`config.mk`:
```
export PLATFORM = sky130hd
export DESIGN_NAME = adc_capture_sequencer
export DESIGN_NICKNAME = d
export VERILOG_FILES = /design/src/rtl/adc_capture_sequencer_pkg.sv /design/src/rtl/adc_shift_reg.sv /design/src/rtl/adc_capture_sequencer.sv
export SDC_FILE = /design/constraint.sdc
export NUM_CORES = 1
export LEC_CHECK = 0
export BUFFER_PORTS_ARGS = -buffer_cell sky130_fd_sc_hd__buf_2
export CAP_MARGIN = 20
export CORE_ASPECT_RATIO = 0.9
export CORE_MARGIN = 5
export CORE_UTILIZATION = 30
export DETAILED_ROUTE_END_ITERATION = 8
export GPL_ROUTABILITY_DRIVEN = 1
export HOLD_SLACK_MARGIN = 0.02
export PLACE_DENSITY_LB_ADDON = 0.25
export SETUP_SLACK_MARGIN = 0.4
export SLEW_MARGIN = 20
export SYNTH_ARGS = -nofsm -noshare
export SYNTH_HDL_FRONTEND = slang
export SYNTH_SLANG_ARGS = --single-unit
```
`constraint.sdc`:
```
create_clock -name clk -period 2.8 [get_ports clk]
set_input_delay 0.42 -clock clk [delete_from_list [all_inputs] [get_ports clk]]
set_output_delay 0.42 -clock clk [all_outputs]
set_load 0.01 [all_outputs]
```
`src/rtl/adc_capture_sequencer_pkg.sv`:
```
// Shared definitions for the serial-ADC capture sequencer: FSM encodings,
// default geometry and counter sizing. SCLK is CPOL=0; words arrive MSB-first.
package adc_capture_sequencer_pkg;

  typedef enum logic [2:0] {
    ST_IDLE  = 3'd0,
    ST_CONV  = 3'd1,
    ST_SHIFT = 3'd2,
    ST_DONE  = 3'd3,
    ST_QUIET = 3'd4
  } state_t;

  localparam int DEF_DATA_W       = 12;
  localparam int DEF_CLK_DIV      = 2;
  localparam int DEF_CONV_CYCLES  = 4;
  localparam int DEF_QUIET_CYCLES = 2;

  // Wide enough to hold max_val itself, so terminal counts never wrap.
  function automatic int cnt_w(input int max_val);
    return $clog2(max_val) + 1;
  endfunction

endpackage

```
`src/rtl/adc_shift_reg.sv`:
```
// Serial-in/parallel-out capture register; shifts MSB-first when ce is high.
module adc_shift_reg
  import adc_capture_sequencer_pkg::*;
#(
  parameter int DATA_W = DEF_DATA_W
) (
  input  logic              clk,
  input  logic              reset,
  input  logic              ce,
  input  logic              d,
  output logic [DATA_W-1:0] q
);

  logic [DATA_W-1:0] q_q;

  always_ff @(posedge clk or posedge reset) begin
    if (reset) begin
      q_q <= '0;
    end else if (ce) begin
      q_q <= {q_q[DATA_W-2:0], d};
    end
  end

  assign q = q_q;

endmodule

```
`src/rtl/adc_capture_sequencer.sv`:
```
// Runs one serial-ADC conversion per start request: cs_n, divided SCLK,
// MSB-first capture, one-cycle sample strobe and sticky overrun flag.
module adc_capture_sequencer
  import adc_capture_sequencer_pkg::*;
#(
  parameter int DATA_W       = DEF_DATA_W,
  parameter int CLK_DIV      = DEF_CLK_DIV,
  parameter int CONV_CYCLES  = DEF_CONV_CYCLES,
  parameter int QUIET_CYCLES = DEF_QUIET_CYCLES
) (
  input  logic              clk,
  input  logic              reset,
  input  logic              start,
  input  logic              overrun_clr,
  input  logic              adc_sdata,
  output logic              adc_cs_n,
  output logic              adc_sclk,
  output logic              busy,
  output logic              sample_valid,
  output logic [DATA_W-1:0] sample_data,
  output logic              overrun,
  output logic [2:0]        dbg_state_o
);

  localparam int WAIT_W  = cnt_w(CONV_CYCLES);
  localparam int DIV_W   = cnt_w(CLK_DIV);
  localparam int BIT_W   = cnt_w(DATA_W);
  localparam int QUIET_W = cnt_w(QUIET_CYCLES);

  localparam logic [WAIT_W-1:0]  WAIT_LAST  = WAIT_W'(CONV_CYCLES - 1);
  localparam logic [DIV_W-1:0]   DIV_LAST   = DIV_W'(CLK_DIV - 1);
  localparam logic [BIT_W-1:0]   BIT_LAST   = BIT_W'(DATA_W);
  localparam logic [QUIET_W-1:0] QUIET_LAST = QUIET_W'(QUIET_CYCLES - 1);

  state_t               state_q, state_d;
  logic [WAIT_W-1:0]    wait_q, wait_d;
  logic [DIV_W-1:0]     div_q, div_d;
  logic [BIT_W-1:0]     bit_q, bit_d;
  logic [QUIET_W-1:0]   quiet_q, quiet_d;
  logic                 cs_n_q, cs_n_d;
  logic                 sclk_q, sclk_d;
  logic                 busy_q, busy_d;
  logic                 valid_q, valid_d;
  logic                 ovr_q, ovr_d;
  logic                 start_prev_q;
  logic [DATA_W-1:0]    data_q, data_d;
  logic [DATA_W-1:0]    shift_q;
  logic                 div_tick;
  logic                 sclk_rise;

  assign div_tick  = (state_q == ST_SHIFT) && (div_q == DIV_LAST);
  assign sclk_rise = div_tick && !sclk_q;

  adc_shift_reg #(.DATA_W(DATA_W)) u_shift (
    .clk   (clk),
    .reset (reset),
    .ce    (sclk_rise),
    .d     (adc_sdata),
    .q     (shift_q)
  );

  always_comb begin
    state_d = state_q;
    wait_d  = wait_q;
    div_d   = div_q;
    bit_d   = bit_q;
    quiet_d = quiet_q;
    cs_n_d  = cs_n_q;
    sclk_d  = sclk_q;
    busy_d  = busy_q;
    valid_d = 1'b0;
    data_d  = data_q;
    ovr_d   = ovr_q;

    // A held start is a back-to-back request, not an overrun; only a new
    // request (rising edge) arriving outside IDLE counts as lost. Set beats clear.
    if (overrun_clr) ovr_d = 1'b0;
    if (start && !start_prev_q && (state_q != ST_IDLE)) ovr_d = 1'b1;

    case (state_q)
      ST_IDLE: begin
        if (start) begin
          state_d = ST_CONV;
          cs_n_d  = 1'b0;
          busy_d  = 1'b1;
          wait_d  = '0;
        end
      end
      ST_CONV: begin
        if (wait_q == WAIT_LAST) begin
          state_d = ST_SHIFT;
          div_d   = '0;
          bit_d   = '0;
        end else begin
          wait_d = wait_q + WAIT_W'(1);
        end
      end
      ST_SHIFT: begin
        if (div_tick) begin
          div_d  = '0;
          sclk_d = !sclk_q;
          if (!sclk_q) begin
            bit_d = bit_q + BIT_W'(1);
          end else if (bit_q == BIT_LAST) begin
            state_d = ST_DONE;
            cs_n_d  = 1'b1;
          end
        end else begin
          div_d = div_q + DIV_W'(1);
        end
      end
      ST_DONE: begin
        state_d = ST_QUIET;
        valid_d = 1'b1;
        data_d  = shift_q;
        quiet_d = '0;
      end
      ST_QUIET: begin
        if (quiet_q == QUIET_LAST) begin
          state_d = ST_IDLE;
          busy_d  = 1'b0;
        end else begin
          quiet_d = quiet_q + QUIET_W'(1);
        end
      end
      default: begin
        state_d = ST_IDLE;
        cs_n_d  = 1'b1;
        sclk_d  = 1'b0;
        busy_d  = 1'b0;
      end
    endcase
  end

  always_ff @(posedge clk or posedge reset) begin
    if (reset) begin
      state_q      <= ST_IDLE;
      wait_q       <= '0;
      div_q        <= '0;
      bit_q        <= '0;
      quiet_q      <= '0;
      cs_n_q       <= 1'b1;
      sclk_q       <= 1'b0;
      busy_q       <= 1'b0;
      valid_q      <= 1'b0;
      ovr_q        <= 1'b0;
      start_prev_q <= 1'b0;
      data_q       <= '0;
    end else begin
      state_q      <= state_d;
      wait_q       <= wait_d;
      div_q        <= div_d;
      bit_q        <= bit_d;
      quiet_q      <= quiet_d;
      cs_n_q       <= cs_n_d;
      sclk_q       <= sclk_d;
      busy_q       <= busy_d;
      valid_q      <= valid_d;
      ovr_q        <= ovr_d;
      start_prev_q <= start;
      data_q       <= data_d;
    end
  end

  // sample_valid has no ready: the consumer must take sample_data in the
  // single cycle the strobe is high; sample_data then holds until the next strobe.
  assign adc_cs_n     = cs_n_q;
  assign adc_sclk     = sclk_q;
  assign busy         = busy_q;
  assign sample_valid = valid_q;
  assign sample_data  = data_q;
  assign overrun      = ovr_q;
  assign dbg_state_o  = state_q;

endmodule
```
; ---- Word level (Yosys, flattened, before mapping)
; Index checks and enable logic that the tools add are counted.
[op_classes]
add_sub_neg = 4
eq_ne = 17
muxes = 32
bitwise_logic = 3
reduce_logical = 23
[op_table]
columns = cell, count
row1 = $mux 3, 8
row2 = $ne 2x2->1 const B, 8
row3 = $mux 5, 3
row4 = $pmux 3 s5, 1
row5 = $mux 1, 10
row6 = $pmux 5 s2, 1
row7 = $eq 3x2->1 const B, 3
row8 = $pmux 2 s2, 2
row9 = $reduce_bool 2->1, 4
row10 = $mux 2, 3
row11 = $pmux 1 s3, 2
row12 = $pmux 3 s2, 1
row13 = $reduce_and 2->1, 3
row14 = $reduce_and 3->1, 2
row15 = $reduce_and 6->1, 1
row16 = $reduce_or 3->1, 2
row17 = $add 5x1->5 const B, 1
row18 = $eq 5x4->1 const B, 1
row19 = $reduce_and 5->1, 1
row20 = $add 2x1->2 const B, 2
row21 = $eq 2x1->1 const B, 2
row22 = $logic_and 1x1->1, 4
row23 = $reduce_and 4->1, 1
row24 = $reduce_or 4->1, 1
row25 = other kinds (9), 12
[totals]
ff_bits = 45
input_bits = 5
output_inout_bits = 20
elab_cells = 92

; ---- Longest topological paths before layout
; Gate-level depths: netlist (run 1).
[logic_depth]
ltp_word = 5
ltp_mapped = 6
mapped_depth_nobuf = 5

; ---- Cells and area by module
; Synthesis (run 1) repeated with hierarchy kept, for this count alone.
[unflattened]
cells_unflattened = 158
area_unflattened_um2 = 2077.0
[modules_own_cells]
columns = mod, instances, cells_each, area_each_um2, seq_area_each_um2
row1 = adc_capture_sequencer, 1, 132, 1589.0, 827.0
row2 = adc_shift_reg, 1, 26, 488.0, 300.3

; ---- Worst setup path after synthesis (run 1)
; Ideal clock, no wire load.
[synth_timing]
kind = flip-flop to flip-flop
startpoint = register state_q[2], in the netlist dbg_state_o[2]
endpoint = register u_shift.q_q[0], in the netlist u_shift.q[0]
setup_time_ps = 125
arrival_ps = 1730
t_required_ps = 2675
slack_ps = 945
path_stages_with_launch = 6
n_path_buf = 2
period_less_slack_ps = 1855
cell_sequence = dfrtp_1 > or4b_1 > buf_2 > or2_4 > buf_6 > mux2_4
[synth_between]
elab_chain_len = 3
[synth_lines]
columns = item, line_no
row1 = "start, declared", adc_capture_sequencer.sv:35  ; state_t state_q, state_d;
row2 = "start signal, assigned", adc_capture_sequencer.sv:150  ; state_q <= state_d;
row3 = $eq 3x2->1, adc_capture_sequencer.sv:51  ; assign div_tick = (state_q == ST_SHIFT) && (div_q == DIV_LAST);
row4 = $logic_and 1x1->1, adc_capture_sequencer.sv:51
row5 = $logic_and 1x1->1, adc_capture_sequencer.sv:52  ; assign sclk_rise = div_tick && !sclk_q;
row6 = "end signal, assigned", adc_shift_reg.sv:20  ; q_q <= {q_q[DATA_W-2:0], d};
row7 = "end, declared", adc_shift_reg.sv:14  ; logic [DATA_W-1:0] q_q;
; No other way between the ends.
; A chain may end at the register's enable or synchronous reset.

; ---- Worst setup path in the final report (run 1)
[layout_timing]
startpoint = register wait_q[0]
endpoint = register wait_q[0]
[layout_between]
elab_chain_len = 3
elab_cells_between_ends = 6
cone_classes = add/sub: 1 / eq/ne: 2 / mux: 2 / reduce/logical: 1
[layout_lines]
columns = item, line_no
row1 = "start, declared", adc_capture_sequencer.sv:36  ; logic [WAIT_W-1:0] wait_q, wait_d;
row2 = "start signal, assigned", adc_capture_sequencer.sv:151  ; wait_q <= wait_d;
row3 = $add 3x1->3 or $eq 3x2->1 (tied branches), "adc_capture_sequencer.sv:95, adc_capture_sequencer.sv:90"
row4 = $mux 3 or $ne 2x2->1 (tied branches), n/a
row5 = $pmux 3 s2 or $reduce_and 3->1 (tied branches), n/a
; Several ways; a longest one is shown, not always the timed one. The select of a mux whose other input is x is not followed.

==> results list, run 1 <==
* Status: finished, final reports clean
* Power per unit of standard cell area: 817 mW/mm^2
- The post-route netlist has 35.4% of its cells at a drive strength greater than 1.
- Among the stages of the critical path, the cell type that occurs most often is ha_1.
- VDD IR max: 278 uV
- FF+latch count, synth: 45
- Share of synthesized flip-flops with an asynchronous set or reset: 100%
* Area occupied by registers: 0.00113 mm^2
* Height of the die: 89.2 um
- Synth-to-layout area growth: 14.1%
- The number of different library cells used by synthesis comes to 39.
* Max-Cap Viols: 0
- Required time at the endpoint of the critical path: 2.99 ns
* # hold bufs at CTS: 0
- Number of slew-limit violations in the final report: 0
- Setup repair after global routing missed its margin: false
- Routability-driven placement finished with a final weighted congestion of 0.699.
- Maximum frequency from static timing analysis: 527 MHz
- The repair_antennas step left the layout with diodes totalling 0.
- The number of endpoints with negative hold slack in the final report is 0.
- Area of the multi-input gates: 861 um^2
- Entering global routing, the biggest net connects 46 pins.
* Min-delay worst type: in -> async
- Total I/O pin count: 25
* Initial Util: 31.2%
- Number of DRC violations after detailed routing: 0
- After floorplanning, the core was sized to cover 0.00669 mm^2.
- In this run the cell area of the synthesized design comes to 0.00209 mm^2.
- At the pin with the least slew margin, the transition time is between 0.7 and 0.8 ns.
* Total of endpoints with negative setup slack in the final report: 0
- Net count of the mapped netlist: 181
- Synthesis produced 171 cells.
- The tree is rooted in a clkbuf_8.
- Number of nets in the final layout: 204
- dfrtp_1 is the most common cell in the netlist.
* Final hold slack: approximately 0.23 ns
- Summing all non-filler instances in the final layout gives an area of 0.00238 mm^2.
- Number of buffers inserted during clock tree synthesis: 5
- Once the clock tree was built, the setup fixing pass inserted 0 buffers.
* Static leakage: 1.17 nW
- By count the netlist is led by dfrtp_1 (44), mux2_2 (16), inv_1 (12).
- The synthesized design devotes to its leading area cell type 52.7% of total area.
- Depth of the CTS H-tree: 2
- Routed WL: ~3800 um
- Number of port buffers: 24
- Antenna violations before repair: 0
- Along the worst path, the maximum fanout reaches 4.
- On the final layout, the worst clock skew is 0.00792 ns.
- Crit end category: flop
* WS Path Type: reg -> reg
- Yosys mapped a number of flops with a built-in enable equal to 0.
* Switching share of power: 35.9%
- Width of the die: 97.9 um
- Global-route wire length before repair: 6510 um
- Net switching power: around 0.00070 W
- Maximum buffer depth of the clock tree: 2
* Dominant cells by area after synthesis: dfrtp_1 (53%), mux2_2 (8.6%), mux2_4 (7.2%)
- Internal power comes to between 0.001 and 0.0015 W.
- Yosys warning total: 0
- Overall overflow remaining after global route: 0
- Die footprint: 0.00873 mm^2
* CTS clock-pin slew for the worst setup and hold paths: 0.09 ns
- Post-DR wirelength/cell: 13.3 um
- Instance area after placement: 0.00229 mm^2
- Post-cts sizing count: 0
- Minimum clock period: 1.90 ns
- Yosys top cell by area: dfrtp_1
* Ys flop type: dfrtp_1
- In this run, the combinational gates consume 35.3% of the power.
- Final Power: between 0.0015 and 0.002 W
- For this block, the initial DRC count from the detailed router was 63.
- Per-instance average area after synthesis: ~12 um^2
- Fillcell total: between 600 and 700
* CTS sink count: 45
- On the worst path, the slowest cell contributes a delay of 0.57 ns.
- The worst setup path is launched from a flop.
- Adding up every negative setup slack in the final design gives 0 ns.
* Overall Global Routing Usage: 9.33%
- Data arrival at the endpoint of the critical path: 2.09 ns
- After detailed routing, the number of vias per cell comes to 4.69.
* Cell Chain, Critical Path: ha_1 -> ha_1 -> a2111oi_2 -> mux2_2
- The via count of the first global-routing pass is 1,307.
- TritonCTS clock tree: done
- Final period util: 67.7%
* Number of detailed-route iterations in the first pass: 4
* Row count: 28
* Post-route antenna net violation count: 0
* Seq/Total Area, Yosys: between 50% and 60%
- Slowest cell on crit path: a2111oi_2
- Clock latency of the later-clocked register in the worst-skew pair: 0.31 ns
- The worst pin sits at a relative slew slack of between 40% and 50%.
* Part of the total power dissipated in the clock network: 21.8%
- Detailed placement ended at an HPWL of 2570 um.
* Via count: 1,338
* Sequential Power Share: 42.9%
==> power groups by stage <==
| stage | logic (W) | clock network (W) | registers, W |
|---|---|---|---|
| 2_1_floorplan | 0.000499 | 0 | 0.000867 |
| 3_3_place_gp | 0.000691 | 0 | 0.000852 |
| 3_5_place_dp | 0.000698 | 0 | 0.000848 |
| 4_1_cts | 0.000700 | 0.000443 | 0.000837 |
| 5_1_grt | 0.000780 | 0.000471 | 0.000855 |
| 6_report | 0.000687 | 0.000424 | 0.000836 |
==> worst max-delay path: cells and delay by family (launching register included) <==
family          cells  cell delay (ns)
compound gates      1             0.57
fa+ha+maj           2             0.42
flops               1             0.40
mux                 1             0.39
==> final cells by class <==
cell class              instances  area share (%)
inverters                      12            1.94
repair buffers                 27            5.98
flip-flops and latches         45            47.3
clock inverters                 3            1.05
multi-input cells             103            36.1
well taps                      90            4.72
clock buffers                   5            2.89
==> registers in the layout, summed over array words and instances, names as in the netlist <==
register      cells
sample_valid      1
wait_q            3
busy              1
sample_data      12
bit_q             5
dbg_state_o       3
adc_cs_n          1
overrun           1
adc_sclk          1
u_shift.q        12
div_q             2
start_prev_q      1
quiet_q           2
==> kinds of logic after synthesis <==
group           synth area share [%]
mux                             16.8
fa+ha+maj                       3.00
compound gates                  8.69
flops                           54.0
buf+inv                         4.79
simple gates                    12.8
==> cells in the final DEF (no fill, tap or decap), types with 2 or more instances in the layout <==
cell type,netlist,layout
nand3b_1,2,2
or2_2,2,2
mux2_2,16,16
or3b_2,2,2
buf_4,0,3
inv_1,12,11
buf_2,5,24
dfrtp_1,44,44
nor3_1,2,2
o21ai_0,5,5
ha_1,5,5
o31ai_1,3,3
nor2b_1,5,5
nand2_1,3,3
mux2i_1,2,2
mux2_4,10,10
nor2_1,9,9
o32ai_1,2,2
clkbuf_8,0,5
a211oi_1,2,2
a21oi_1,10,10
or4_1,5,5
nand3_1,2,2
nor3b_1,3,3
==> final timing paths <==
check	startpoint	endpoint	slack, ns	depth (start not counted)
max reg2reg	wait_q[0]$_DFFE_PP0P_	wait_q[0]$_DFFE_PP0P_	0.90	4
min	reset	sample_data[0]$_DFFE_PP0P_	0.23	2
min reg2reg	start_prev_q$_DFF_PP0_	overrun$_DFFE_PP0P_	0.45	1
max in group asynchronous	reset	bit_q[3]$_DFFE_PP0P_	2.11	2
min in group clk	overrun_clr	overrun$_DFFE_PP0P_	0.29	2
max	wait_q[0]$_DFFE_PP0P_	wait_q[0]$_DFFE_PP0P_	0.90	4
==> per-stage QoR <==
step / utilization, % / worst slack, ns / std cells
floorplan: - / 0.945 / 171
global placement: 34.2 / 0.931 / 277
detailed placement: 34.2 / 0.911 / 277
CTS: 35.6 / 0.899 / 285
global route: 35.6 / 0.780 / 285
finish: 35.6 / 0.904 / 285
==> metal layers <==
layer,vias to the layer above,track usage (%),wire length (um)
met4,0,3.02,53
met1,665,12.0,1820
li1,654,-,-
met2,15,15.2,1800
met5,-,0,0
met3,4,2.89,121
Note: power is estimated with default switching activity, not from simulation.
==> run 2, diff against run 1 <==
Settings changed: ABC_AREA set to 1.
Clock period 2.8 ns to 1.6 ns, I/O delays scaled along.
==> results list, run 2 <==
* Status: finished, final reports clean
- Along the worst path, the maximum fanout reaches 7.
- The die is 96.2 um wide.
- The die is ~88 um tall.
- The final layout contains routed wiring with a total length of 4810 um.
- The worst-case IR drop observed on VDD is 354 uV.
- Depth of the CTS H-tree: 2
- WS Path Type: reg -> reg
* Maximum frequency from static timing analysis: 740 MHz
- Slew margin rel.: just under 60%
* Per-instance average area after synthesis: approximately 8.9 um^2
- The later pin in the worst-skew pair is clocked with a latency of 0.31 ns.
- The core region is ~0.0066 mm^2.
* Crit end category: flop
- At the end of the flow, the number of nets in the layout was 291.
- Static leakage: 1.39 nW
- Post-route antenna net violation count: 0
- The floorplan has 28 rows.
- After detailed routing, the average wire length per cell comes to 12.9 um.
- At the pin with the least slew margin, the transition time is 0.631 ns.
- Global-route wire length before repair: 8170 um
* Netlist area before placement: 0.00201 mm^2
- Overall overflow remaining after global route: 0
- Commonest cells after routing, fill and taps aside: nand2_1 (44), dfrtp_1 (41), inv_1 (32)
- The number of nets in the synthesized netlist is 235.
- After synthesis the netlist holds a flip-flop and latch count of 45.
- For this design the ratio of total power to cell area is approximately 730 mW/mm^2.
- At the worst endpoint, the required time is 1.80 ns.
- After Yosys synthesis, and, or, nand and nor cells account for 19.9% of the synthesized area.
- The clock net in this run drives a total of 45 sinks.
- After clock tree synthesis, the clock-pin slew on the worst setup and hold paths is 0.10 ns.
- Among all stages on the critical path, the largest delay is contributed by dfrtp_2.
* Parity-gate share of the synthesized area counting xor and xnor cells: 0.436%
- The number of endpoints with negative hold slack in the final report was 0.
- Overall Global Routing Usage: 12.5%
- On the worst path, the slowest cell contributes a delay of 0.48 ns.
* Synth-to-layout area growth: 38.6%
* Skew final: 0.00727 ns
- Initial Util: 30.7%
* Antenna violations before repair: 0
- For this run, asynchronously set or reset flops after synthesis account for 100%.
- Maximum buffer depth of the clock tree: 2
- For this run, design rule violations remaining after detail routing come to 0.
- 25 I/O pins were placed.
- Final-layout setup total negative slack: 0 ns
- The first detailed-routing pass took 4 iterations.
- In this run the tool buffered the top-level ports with 24 buffer cells.
- RePlAce Congestion: 0.734
- Synthesis produced 225 cells.
- Worst hold path stage count: 1
- Buffers inserted during clock tree synthesis total 5.
- N_diodes: 0
* Synth cell count leaders: nand2_1 (55), dfrtp_1 (44), inv_1 (38)
- Depth of the most critical reg-to-reg path: 7
- Dominant cells by area after synthesis: dfrtp_1 (55%), nand2_1 (10%), o21ai_0 (7.5%)
- Most common cell after layout, fill and taps aside: nand2_1
* Number of slew-limit violations in the final report: 0
* Setup repair after global routing missed its margin: true
* Combinational family with the most area after synthesis: simple AND/OR/NAND/NOR gates
- The wire-length estimate of the detail-placed layout is roughly 2700 um.
- Starting DRT DRC Count: 52
- Seq/Total Area, Yosys: 56.1%
* Pin count of the biggest net entering global routing: 25
* Via/cell ratio: roughly 4.4
- For the worst setup path, the data arrival time is 1.55 ns.
- For this block, the via count after detailed routing is ~1.6k.
* Final period util: a little over four fifths
* Top cell type's share of synthesized area: 54.8%
- Min-delay worst type: in -> reg
- The worst setup path is launched from a flop.
- Setup violations remaining at the end of the flow were counted as 0.
- Instance area after placement: ~0.0023 mm^2
- After synthesis, the netlist uses 24 different library cells.
- Most common cell in the synthesized netlist: nand2_1
- Ys flop type: dfrtp_1
- Minimum clock period: 1.35 ns
- The post-route netlist has 35.1% of its cells at a drive strength greater than 1.
- The floorplan step defined a die boundary enclosing 0.00843 mm^2.
* Post-Synth Adder-Cell Area: between 3 and 4%
- The via count of the first global-routing pass was 1,669.
* Number of enable flip-flop cells after synthesis: 0
* Compound-cell area share of the yosys netlist: 11.2%
- Max-Cap Viols: 0
- Summed over all instances, the cell type with the most area after synthesis is dfrtp_1.
- Yosys warning total: 0
* Cell Chain, Critical Path: inv_2 -> nand2_2 -> nor2_4 -> buf_6 -> nand3_4 -> nand2_1 -> o21ai_1
- Share of cell area taken by muxes after synthesis: 0%
* Clock root buffer master: clkbuf_8
* Post-layout instance area: about 0.0028 mm^2
- TritonCTS clock tree: done
[run 2: changes by cell type after synthesis, sizes merged, moves of 5 or more]
| cell | change |
|---|---|
| mux2 | -26 |
| nand3 | +9 |
| nor2 | +9 |
| inv | +27 |
| o21ai | +32 |
| or4 | -5 |
| a21oi | -8 |
| nand2 | +53 |
| nor2b | -5 |
[run 2: metal layers]
metal	track usage, %	wire length, um
met5	0	0
met4	3.88	63
met3	3.35	172
met2	20.6	2330
met1	16.0	2240
[run 2: metrics by stage]
step / total power, W / std cells / util [%] / hold slack (ns) / worst slack, ns
after CTS: 0.00205 / 367 / 41.2 / 0.0400 / 0.255
after global routing: 0.00212 / 372 / 42.5 / 0.0412 / 0.165
after global placement: 0.00125 / 339 / 35.2 / 0.325 / 0.237
final: 0.00203 / 372 / 42.5 / 0.0459 / 0.249
after floorplan: 0.00123 / 225 / - / 0.250 / 0.323
after detailed placement: 0.00125 / 339 / 35.2 / 0.323 / 0.207
[run 2: report_power, final]
group	switching (W)	internal [W]	leakage, nW
Sequential	0.00000966	0.00116	0.559
Clock	0.000434	0.000359	0.0518
Combinational	0.0000481	0.0000214	0.775
[run 2: cell type report]
class | count | area [um^2]
timing repair inverter | 1 | 5.00
timing repair buffer | 48 | 415
fill | 658 | 3770
sequential | 45 | 1130
multi-input combinational | 141 | 865
inverter | 39 | 155
clock buffer | 6 | 82.6
clock inverter | 2 | 17.5
tap | 90 | 113
[run 2: worst paths after layout]
path                       slack (ns)                       start                          to
setup / recovery                 0.25  dbg_state_o[2]$_DFFE_PP0P_   u_shift.q[11]$_DFFE_PP0P_
hold / removal                   0.05                       start      start_prev_q$_DFF_PP0_
setup reg to reg                 0.25  dbg_state_o[2]$_DFFE_PP0P_   u_shift.q[11]$_DFFE_PP0P_
hold reg to reg                  0.47        adc_cs_n$_DFFE_PP1P_        adc_cs_n$_DFFE_PP1P_
max in group asynchronous        0.66                       reset      sample_valid$_DFF_PP0_
min in group asynchronous        0.47                       reset  dbg_state_o[1]$_DFFE_PP0P_
[run 2: cells by family after synthesis]
family,count (synthesis)
buffers and inverters,43
flip-flops,45
AO/OA/AOI/OAI,41
AND/OR/NAND/NOR,90
XOR/XNOR,1
adder cells (fa/ha/maj),5
[run 2: worst max-delay path: cells and delay by family, from the launching register on]
family                 cells  cell delay, ns
flip-flops                 1            0.48
AND/OR/NAND/NOR            4            0.47
buffers and inverters      2            0.25
AO/OA/AOI/OAI              1            0.06
[run 2: what timing repair did]
item,in CTS,in global routing
buffers inserted,13,4
gates cloned,6,1
endpoints found under the hold margin,21,0
gates resized for setup,21,19
endpoints found under the setup margin,34,60
pin swaps,8,8
hold buffers,1,0
